## src/rtl/fp_pkg.sv

```systemverilog
// Shared IEEE-754 single-precision constants, classifiers and the accumulator state type.
package fp_pkg;

    localparam int FP_W  = 32;
    localparam int EXP_W = 8;
    localparam int MAN_W = 23;

    localparam logic [FP_W-1:0] FP_POS_ZERO = 32'h0000_0000;
    localparam logic [FP_W-1:0] FP_POS_INF  = 32'h7F80_0000;
    localparam logic [FP_W-1:0] FP_NEG_INF  = 32'hFF80_0000;
    localparam logic [FP_W-1:0] FP_QNAN     = 32'h7FC0_0000;

    typedef enum logic {
        ACC,
        HOLD
    } acc_state_e;

    function automatic logic is_nan(input logic [FP_W-1:0] v);
        return (&v[FP_W-2:MAN_W]) && (|v[MAN_W-1:0]);
    endfunction

    function automatic logic is_inf(input logic [FP_W-1:0] v);
        return (&v[FP_W-2:MAN_W]) && !(|v[MAN_W-1:0]);
    endfunction

endpackage

```

## src/rtl/fp_stream_accumulator_adder.sv

```systemverilog
// floatingPointAdder: combinational IEEE-754 single add, round-to-nearest-even,
// subnormals supported, any NaN result returned as the canonical quiet NaN.
module floatingPointAdder
    import fp_pkg::*;
(
    input  logic [FP_W-1:0] x,
    input  logic [FP_W-1:0] y,
    output logic [FP_W-1:0] sum
);

    localparam int GW = MAN_W + 4;  // hidden bit, mantissa, guard, round, sticky

    logic [FP_W-1:0]  a, b;
    logic [EXP_W-1:0] ea, eb, d, sh, lz, e_fld;
    logic [MAN_W:0]   ma, mb;
    logic [GW-1:0]    ma_x, mb_al, mb_x, n;
    logic [GW:0]      s;
    logic [EXP_W+1:0] e;
    logic [FP_W-2:0]  mag;
    logic             rnd, sticky;

    always_comb begin
        // a always carries the larger magnitude, so ea >= eb and the result sign is a's
        if (x[FP_W-2:0] >= y[FP_W-2:0]) begin
            a = x;
            b = y;
        end else begin
            a = y;
            b = x;
        end
        ea     = (a[FP_W-2:MAN_W] == '0) ? 8'd1 : a[FP_W-2:MAN_W];
        eb     = (b[FP_W-2:MAN_W] == '0) ? 8'd1 : b[FP_W-2:MAN_W];
        ma     = {|a[FP_W-2:MAN_W], a[MAN_W-1:0]};
        mb     = {|b[FP_W-2:MAN_W], b[MAN_W-1:0]};
        d      = ea - eb;
        ma_x   = {ma, 3'b000};
        mb_al  = {mb, 3'b000};
        sticky = 1'b0;
        if (d >= 8'(GW)) begin
            mb_x = {{(GW-1){1'b0}}, |mb};
        end else begin
            mb_x    = mb_al >> d;
            sticky  = |(mb_al & ~({GW{1'b1}} << d));
            mb_x[0] = mb_x[0] | sticky;
        end

        if (a[FP_W-1] == b[FP_W-1]) s = {1'b0, ma_x} + {1'b0, mb_x};
        else                        s = {1'b0, ma_x} - {1'b0, mb_x};

        lz = 8'(GW);
        for (int i = 0; i < GW; i++) begin
            if (s[i]) lz = 8'(GW - 1 - i);
        end

        // Left shifts stop at the minimum exponent so tiny results land as subnormals
        if (s[GW]) begin
            n  = s[GW:1] | {{(GW-1){1'b0}}, s[0]};
            e  = {2'b00, ea} + 10'd1;
            sh = '0;
        end else begin
            sh = (lz < ea) ? lz : ea - 8'd1;
            n  = s[GW-1:0] << sh;
            e  = {2'b00, ea} - {2'b00, sh};
        end

        rnd   = n[2] & (n[1] | n[0] | n[3]);
        e_fld = n[GW-1] ? e[EXP_W-1:0] : '0;
        // Rounding carry ripples into the exponent: handles mantissa overflow,
        // subnormal-to-normal promotion and overflow to infinity in one add.
        mag   = {e_fld, n[GW-2:3]} + {{(FP_W-2){1'b0}}, rnd};

        if (e >= 10'd255) sum = FP_POS_INF | {a[FP_W-1], {(FP_W-1){1'b0}}};
        else              sum = {a[FP_W-1], mag};
        if (s == '0)      sum = {a[FP_W-1] & b[FP_W-1], {(FP_W-1){1'b0}}};
        if (is_inf(a))    sum = FP_POS_INF | {a[FP_W-1], {(FP_W-1){1'b0}}};
        if (is_nan(x) || is_nan(y) || (is_inf(x) && is_inf(y) && (x[FP_W-1] != y[FP_W-1])))
            sum = FP_QNAN;
    end

endmodule

```

## src/rtl/fp_stream_accumulator.sv

```systemverilog
// Packet-summing accumulator around one floatingPointAdder in a feedback loop.
// Optional sticky NaN/Inf flags are built when FP_ACC_STICKY_FLAGS_EN is defined.
module fp_stream_accumulator #(
    parameter int FP_W  = 32,
    parameter int CNT_W = 16
) (
    input  logic             clk,
    input  logic             rst_n,
    input  logic             in_valid,
    output logic             in_ready,
    input  logic [FP_W-1:0]  in_data,
    input  logic             in_last,
    output logic             out_valid,
    input  logic             out_ready,
    output logic [FP_W-1:0]  out_sum,
    output logic [CNT_W-1:0] out_count,
    output logic             out_nan,
    output logic             out_inf
);
    import fp_pkg::*;

    acc_state_e       state_q, state_d;
    logic [FP_W-1:0]  acc_q, acc_d, out_sum_q, out_sum_d, add_sum;
    logic [CNT_W-1:0] cnt_q, cnt_d, cnt_inc, out_count_q, out_count_d;

    floatingPointAdder u_add (
        .x   (acc_q),
        .y   (in_data),
        .sum (add_sum)
    );

    assign in_ready  = (state_q == ACC);
    assign out_valid = (state_q == HOLD);
    assign out_sum   = out_sum_q;
    assign out_count = out_count_q;
    assign cnt_inc   = (&cnt_q) ? cnt_q : cnt_q + 1'b1;

    always_comb begin
        state_d     = state_q;
        acc_d       = acc_q;
        cnt_d       = cnt_q;
        out_sum_d   = out_sum_q;
        out_count_d = out_count_q;
        case (state_q)
            ACC: begin
                if (in_valid) begin
                    acc_d = add_sum;
                    cnt_d = cnt_inc;
                    if (in_last) begin
                        out_sum_d   = add_sum;
                        out_count_d = cnt_inc;
                        state_d     = HOLD;
                    end
                end
            end
            HOLD: begin
                if (out_ready) begin
                    acc_d   = FP_POS_ZERO;
                    cnt_d   = '0;
                    state_d = ACC;
                end
            end
        endcase
    end

    always_ff @(posedge clk or negedge rst_n) begin
        if (!rst_n) begin
            state_q     <= ACC;
            acc_q       <= FP_POS_ZERO;
            cnt_q       <= '0;
            out_sum_q   <= '0;
            out_count_q <= '0;
        end else begin
            state_q     <= state_d;
            acc_q       <= acc_d;
            cnt_q       <= cnt_d;
            out_sum_q   <= out_sum_d;
            out_count_q <= out_count_d;
        end
    end

`ifdef FP_ACC_STICKY_FLAGS_EN
    logic nan_q, nan_d, inf_q, inf_d;

    always_comb begin
        nan_d = nan_q;
        inf_d = inf_q;
        if (state_q == ACC && in_valid) begin
            nan_d = nan_q | is_nan(in_data) | is_nan(add_sum);
            inf_d = inf_q | is_inf(in_data) | is_inf(add_sum);
        end else if (state_q == HOLD && out_ready) begin
            nan_d = 1'b0;
            inf_d = 1'b0;
        end
    end

    always_ff @(posedge clk or negedge rst_n) begin
        if (!rst_n) begin
            nan_q <= 1'b0;
            inf_q <= 1'b0;
        end else begin
            nan_q <= nan_d;
            inf_q <= inf_d;
        end
    end

    // Partial flags stay hidden until the packet result is presented
    assign out_nan = nan_q & out_valid;
    assign out_inf = inf_q & out_valid;
`else
    assign out_nan = 1'b0;
    assign out_inf = 1'b0;
`endif

endmodule

```

## config.mk

```make
export PLATFORM = sky130hd
export DESIGN_NAME = fp_stream_accumulator
export DESIGN_NICKNAME = d
export VERILOG_FILES = /design/src/rtl/fp_pkg.sv /design/src/rtl/fp_stream_accumulator_adder.sv /design/src/rtl/fp_stream_accumulator.sv
export SDC_FILE = /design/constraint.sdc
export NUM_CORES = 1
export LEC_CHECK = 0
export ABC_AREA = 1
export CORE_MARGIN = 2
export CORE_UTILIZATION = 60
export CTS_BUF_LIST = sky130_fd_sc_hd__clkbuf_4 sky130_fd_sc_hd__clkbuf_8 sky130_fd_sc_hd__clkbuf_16
export CTS_CLUSTER_DIAMETER = 80
export DETAILED_ROUTE_END_ITERATION = 6
export HOLD_SLACK_MARGIN = 0.08
export PLACE_DENSITY = 0.87
export SLEW_MARGIN = 0
export SYNTH_ARGS = -nofsm -noshare
export SYNTH_HDL_FRONTEND = slang
export SYNTH_SLANG_ARGS = --single-unit
```

## constraint.sdc

```tcl
create_clock -name clk -period 22.9 [get_ports clk]
set_input_delay 3.435 -clock clk [delete_from_list [all_inputs] [get_ports clk]]
set_output_delay 3.435 -clock clk [all_outputs]
set_load 0.02 [all_outputs]
```

==> results of run 1 <==
==> layer usage <==
layer | vias to the layer above | track usage [%]
li1 | 8788 | -
met1 | 8522 | 56.9
met2 | 1263 | 66.0
met3 | 223 | 7.92
met4 | 0 | 19.8
met5 | - | 0
==> metrics by stage <==
step,util (%),area (sq um),worst slack [ns],cells
2_1_floorplan,-,15100,7.90,2677
4_1_cts,65.5,16400,4.83,3030
3_3_place_gp,64.3,16100,4.97,3014
6_report,65.5,16400,4.37,3030
5_1_grt,65.5,16400,2.97,3030
3_5_place_dp,64.3,16100,4.55,3014
==> kinds of logic after synthesis <==
family                   share of synthesized area, %
adder cells (fa/ha/maj)                          8.47
buffers and inverters                            11.5
AND/OR/NAND/NOR                                  48.4
flip-flops                                       16.1
XOR/XNOR                                         2.13
AO/OA/AOI/OAI                                    13.4
other                                          0.0497
==> synth_stat cells (3+ instances only) <==
cell / n
clkbuf_1: 45
o21ai_0: 132
xnor2_1: 5
or2_2: 9
inv_2: 17
nand3b_1: 8
o2111ai_1: 5
nor4_1: 17
o21ai_1: 38
o211ai_1: 6
dfrtp_1: 97
o311ai_0: 4
nand2_4: 12
buf_2: 28
nor2_2: 16
nor3_1: 31
o21bai_1: 9
nand3_1: 379
buf_6: 6
a21oi_1: 88
buf_4: 8
xor2_1: 28
ha_1: 99
buf_1: 14
a211oi_1: 4
o22ai_1: 25
nand4_1: 52
o21a_1: 9
a31oi_1: 4
a221o_1: 4
nand3_2: 12
nor2_1: 203
nand2_2: 20
inv_1: 309
o21ai_2: 4
nand2_1: 882
o31ai_1: 3
clkinv_1: 5
==> sequential cells by signal (all words and copies together) (netlist names) <==
| register | cells |
|---|---|
| out_valid | 1 |
| cnt_q | 16 |
| acc_q | 32 |
| out_sum | 32 |
| out_count | 16 |
==> area by class of cell <==
cell class                      instances  area (sq um)  share of cell area, %
Clock buffer                           10           239                   1.46
Clock inverter                          6          57.6                  0.352
Inverter                              333          1250                   7.67
Multi-Input combinational cell       2146         10900                   66.9
Sequential cell                        97          2430                   14.8
Tap cell                              330           413                   2.52
Timing Repair Buffer                  108          1020                   6.26
==> path summary, 6_finish.rpt <==
path                         startpoint      endpoint  cells after the start
max                         in_data[30]     acc_q[18]                     80
min                        out_count[7]  out_count[7]                      2
max reg2reg                   acc_q[30]     acc_q[18]                     78
min reg2reg                out_count[7]  out_count[7]                      2
max in group asynchronous         rst_n     cnt_q[13]                      2
min in group asynchronous         rst_n   out_sum[24]                      1
==> critical path, delay by kind of cell <==
kind | cells | cell delay (ns)
compound gates | 15 | 2.94
xor+xnor | 2 | 0.56
fa+ha+maj | 6 | 1.78
buf+inv | 12 | 2.82
simple gates | 45 | 7.13
==> impl.org, run 1 <==
** STA
- Headroom to the max-slew limit came out at 23.9%.
- Across the routed clock network, the largest skew measured is 0.00679 ns.
- Static timing analysis puts the maximum clock frequency at 0.0540 GHz.
- Final Hold Violating Endpoints :: 0
- Final-report max-slew violation count :: 0
- At the pin with the least slew margin, the transition time is 1.13 ns.
- Subtracting the final worst setup slack from the clock period gives 18.53 ns.
- The tightest hold path in the finished design has a slack of 0.494 ns.
- Dividing the final minimum period by the clock period gives 80.9%.
- Final setup vio count :: 0
- Setup repair after global routing missed its margin :: no
- Sum Neg Setup Slack :: 0 ns

** Logic synthesis
- A synthesized cell averages 5.64 sq um.
- In this run the cell area of the synthesized design comes to 0.0151 sq mm.
- Most area-hungry cell type in the Yosys netlist :: nand2_1
- The most used flip-flop cell after synthesis is dfrtp_1.
- By area the synthesized netlist is led by nand2_1 22%, dfrtp_1 16%, nand3_1 13%.
- Sequential fraction of the synthesis area :: 16.1%
- Count of unique library cells instantiated by Yosys :: 64
- The Yosys step of the flow raised 0 warnings.
- Count of mapped cells out of synthesis :: 2,676
- Flops & latches, synth :: 97
- Async SR Flop Fraction :: 100%
- Proportion of netlist area held by the largest area contributor :: 21.9%
- Number of flops mapped to enable cells by yosys :: 0

** Critical path
- In this run the register-to-register setup slack is 7.61 ns.
- Delay of the slowest cell on the worst path :: 0.74 ns
- Master of the slowest instance on the critical path :: o21ai_0
- Crit path max fanout :: 118
- Endpoint arrival time on the critical path :: 18.73 ns
- Kind of capture point of the worst setup path :: register
- The most numerous cell type found on the critical path is nand2_1.
- Data required time of the critical path :: 23.11 ns
- The critical path is of the in2reg type.
- The worst setup path is launched from an input pin.

** Floorplanning
- DIE HEIGHT :: 163 microns
- The floorplan has 58 rows.
- Area of the die :: 0.0265 sq mm
- Starting density of the core :: 60.5%
- In this run the standard cell core region covers 0.0250 sq mm.
- DIE WIDTH :: 163 microns
- For this design the top-level I/O count stands at 89.

** Drt
- Met1 WL :: 23.0 mm
- Residual antenna-violating net count after detailed routing :: 0
- Routed vias :: 18,800
- After detailed routing, the number of vias per cell comes to 6.20.
- Wire segments on met2 add up to 24.6 mm in the final route.
- Number of remaining DRC errors :: 5
- Detail-routed net length per standard cell :: 18.9 microns
- Wire segments on met3 add up to 6.73 mm in the final route.
- The first TritonRoute pass finished after 7 iterations.
- The highest layer touched by signal routing is met4.
- The detailed router finished its first iteration with 2,692 violations.
- After detailed routing, the total wire length is 57.3 mm.

** Placed design
- Number of I/O port buffers :: 86
- At the end of routability-driven placement, the weighted congestion stood at 1.06.
- The wire-length estimate of the detail-placed layout is 45.1 mm.

** Clock network
- TritonCTS built the clock tree.
- TritonCTS sink count :: 97
- After clock tree synthesis, the flow added hold-fix buffers numbering 0.
- Post-CTS Setup Repair Bufs :: 0
- Clock Pin Slew Worst Setup and Hold Paths :: 0.07 ns
- In this run, CTS created clock tree buffers numbering 9.
- The H-tree generated during clock tree synthesis spans 3 levels.
- Latest clock arrival within the worst-skew pair :: 0.35 ns
- In this run, post-CTS repair resized a total of 0 instances.
- Clock root cell :: clkbuf_16
- The clock passes through at most 2 buffers.

** GRT
- Maximum number of pins on one net before global-route repair :: 119
- Total overflow reported by the global router :: 0
- Antenna violations before repair :: 0
- The first global-routing pass estimated 88.8 mm of wire.
- The via count of the first global-routing pass came to 16,800.
- GRT Util Overall :: 42.4%

** Final layout
- Commonest non-fill, non-tap cell in the layout :: nand2_1
- Synthesis-to-layout area growth :: 8.28%
- Of the cells placed in the final design, the portion with a size suffix greater than 1 is 5.37%.
- # diodes :: 0
- Leading cell types in the layout, fill and taps excluded :: 881 x nand2_1, 379 x nand3_1, 309 x inv_1
- Fillers :: 2,409
- In the final design database the tool counted 2,833 nets.

** Outcome
- The run finished, with violations left.
- The final reports fail on design-rule violations.

** Hold path
- The path class of the tightest hold or removal check is reg2reg.

** Flow run
- Max-cap viol count :: 0
Power of run 1 is left out: the tool's default activity adds up to more than one toggle a clock period on the data nets, which glitch-free logic cannot reach.
==> inputs of run 2 (changes only) <==
--- a/config.mk
+++ b/config.mk
@@ -7,7 +7,7 @@
 export LEC_CHECK = 0
 export ABC_AREA = 1
 export CORE_MARGIN = 2
-export CORE_UTILIZATION = 60
+export CORE_UTILIZATION = 57
 export CTS_BUF_LIST = sky130_fd_sc_hd__clkbuf_4 sky130_fd_sc_hd__clkbuf_8 sky130_fd_sc_hd__clkbuf_16
 export CTS_CLUSTER_DIAMETER = 80
 export DETAILED_ROUTE_END_ITERATION = 6
==> constraint.sdc (replaced) <==
create_clock -name clk -period 15.15 [get_ports clk]
set_input_delay 2.2725 -clock clk [delete_from_list [all_inputs] [get_ports clk]]
set_output_delay 2.2725 -clock clk [all_outputs]
set_load 0.02 [all_outputs]
==> run 2 against run 1 <==
Global-route usage is 2.1 points lower. Clock-buffer cell count is 1 lower. Non-clock buffer count is 47 higher. The run still ends with design-rule violations left. Sequential share of layout area is 0.70 points lower. Setup slack worse by 3.6 ns. Register-to-register slack worse by 4.8 ns. Flip-flop and latch count stayed put. Clock skew is 0.0097 ns higher. Critical endpoint unchanged. Wire length is 1.4% higher. Via count is 0.22% lower. Die area is 5.1% higher. Final cell count is 1.8% higher.
==> impl.org, run 2 (synthesized netlist as in run 1, its figures left out) <==
** Floorplanning
- Starting density of the core :: 58.0% (was 60.5%)
- The I/O pin count came to 89 (unchanged).
- The x dimension of the die is 167 microns (was 163 microns).
- DIE HEIGHT :: 167 microns (was 163 microns)
- The core area is 0.0261 sq mm (was 0.0250 sq mm).
- Area of the die :: 0.0278 sq mm (was 0.0265 sq mm)
- The row count came to 59 (was 58).

** STA
- Final Hold Violating Endpoints :: 0 (unchanged)
- Achievable frequency :: 0.0696 GHz
- Share of the clock period used by the worst path :: 94.9%
- Transition at the pin with the smallest max-transition slack :: 1.08 ns (was 1.13 ns)
- Final worst clock skew :: 0.0165 ns (was 0.00679 ns)
- Final-report max-slew violation count :: 0 (unchanged)
- The final-report setup violation count came to 0 (unchanged).
- Post-layout min period :: 14.37 ns
- The final-layout worst hold slack is 0.490 ns (was 0.494 ns).
- The relative slew slack is 27.4% (was 23.9%).

** Drt
- Routed vias :: 18,800 (about the same)
- Detail-routed net length per standard cell :: 18.8 microns (was 18.9 microns)
- First-pass iteration count of the detailed router :: 7 (unchanged)
- The total detailed-routing wirelength came to 58.1 mm (was 57.3 mm).
- The count of antenna-violating nets left after detailed routing came to 0 (unchanged).
- The number of design-rule violations left by the first detailed-router iteration came to 2,490 (was 2,692).
- The DRC violation count after routing came to 1 (was 5).
- The via-per-instance ratio was 6.08 (was 6.20).

** GRT
- The largest net degree at the start of global routing is 91 (was 119).
- GRT Util Overall :: 40.2% (was 42.4%)
- Antenna violations before repair :: 1 (was 0)
- The first-pass GRT wire length was 90.8 mm (was 88.8 mm).
- Total overflow reported by the global router :: 0 (unchanged)
- Number of global-route vias before repair :: 17,300 (was 16,800)

** Critical path
- Kind of capture point of the worst setup path :: register (unchanged)
- The required arrival time at the worst endpoint was 15.41 ns (was 23.11 ns).
- The slowest cell on the critical path is inv_1 (was o21ai_0).
- The cell occurring most often along the worst timing path was nand2_1 (unchanged).
- The largest stage delay on the critical path is 0.58 ns (was 0.74 ns).
- Endpoint arrival time on the critical path :: 14.63 ns (was 18.73 ns)
- The category of the critical setup timing path was in2reg (unchanged).
- The critical path startpoint category is an input pin (unchanged).
- Crit path max fanout :: 29 (was 118)
- Setup slack of the most critical reg-to-reg path :: 2.81 ns (was 7.61 ns)

** Final layout
- Synthesis-to-layout area growth :: 13.6% (was 8.28%)
- Leading cell types in the layout, fill and taps excluded :: 878 x nand2_1, 368 x nand3_1, 305 x inv_1 (was 881 x nand2_1, 379 x nand3_1, 309 x inv_1)
- Commonest non-fill, non-tap cell in the layout :: nand2_1 (unchanged)
- The net total in the final layout was 2,883 (was 2,833).
- Share of final-layout standard cells stronger than drive strength 1 :: 8.73% (was 5.37%)

** Clock network
- The clock tree from TritonCTS is built (unchanged).
- The clock tree buffer depth was 2 (unchanged).
- The count of H-tree levels built during CTS came to 3 (unchanged).
- Clock Pin Slew Worst Setup and Hold Paths :: 0.07 ns (about the same)
- Latest clock arrival within the worst-skew pair :: 0.36 ns (was 0.35 ns)
- Clock buffers created by TritonCTS :: 9 (unchanged)
- The CTS root buffer was clkbuf_16 (unchanged).
- The number of clock sinks came to 97 (unchanged).

** Placed design
- The number of port buffers came to 86 (unchanged).
- The post-detailed-placement half-perimeter wirelength was 45.7 mm (was 45.1 mm).
- Placer congestion estimate :: 1.03 (was 1.06)

** Outcome
- Violated checks :: design-rule violations (unchanged)
- Result of the run: finished with violations (unchanged).

** Flow run
- The max-capacitance violation count is 0 (unchanged).

** Hold path
- The type of the worst min-delay path was reg2reg (unchanged).
run 2: changes by cell type in the layout (fill, tap and decap cells not counted), sizes merged:
| cell | delta |
|---|---|
| buf | +45 |
| clkdlybuf4s50 | -3 |
| dlymetal6s2s | +3 |
| nand2 | +3 |
| clkinvlp | +2 |
| clkbuf | +1 |
| clkinv | -1 |
| diode | +1 |
run 2: cell type report:
type / count / area, sq um
sequential: 97 / 2430
clock inverter: 7 / 80.1
multi-input combinational: 2149 / 11200
tap: 335 / 419
antenna: 1 / 2.50
fill: 2477 / 8900
clock buffer: 9 / 225
inverter: 333 / 1280
timing repair buffer: 155 / 1480
run 2: timing repair:
| item | CTS | global route |
|---|---|---|
| buffers inserted | 0 | 10 |
| gates resized for setup | 0 | 87 |
| hold buffers | 0 | 0 |
| setup endpoints to repair | 0 | 62 |
run 2: layer usage:
layer	up-vias	part of all wire [%]	track usage, %
met4	0	5.4	19.7
li1	8898	-	-
met2	1111	43	63.2
met1	8549	41	55.1
met5	-	0	0
met3	197	11	4.52
run 2: worst max-delay path, delay by kind of cell:
kind	cells	cell delay, ns
and+or+nand+nor	44	5.08
adders and majority gates	7	1.98
xor gates and xnor gates	1	0.15
buffers and inverters	12	2.29
AOI/OAI and AO/OA	13	2.86
run 2: final timing paths:
check	start	end	depth (start not counted)
worst min-delay path	out_sum[5]	out_sum[5]	2
worst min register to register	out_sum[5]	out_sum[5]	2
worst max-delay path	in_data[29]	acc_q[18]	77
min in group asynchronous	rst_n	out_sum[27]	1
max in group asynchronous	rst_n	acc_q[13]	2
worst max register to register	acc_q[30]	acc_q[18]	75
run 2: through the flow:
step / worst slack (ns) / instances / setup TNS, ns / area (sq um) / util (%)
2_1_floorplan: 1.31 / 2677 / 0 / 15100 / -
3_3_place_gp: 0.180 / 3053 / 0 / 16300 / 62.7
3_5_place_dp: -0.0877 / 3053 / -0.589 / 16300 / 62.7
4_1_cts: 0.221 / 3069 / 0 / 16600 / 63.8
5_1_grt: -0.130 / 3086 / -1.79 / 17200 / 65.9
6_report: 0.779 / 3086 / 0 / 17200 / 65.9
Power of run 2 is left out for the same reason.
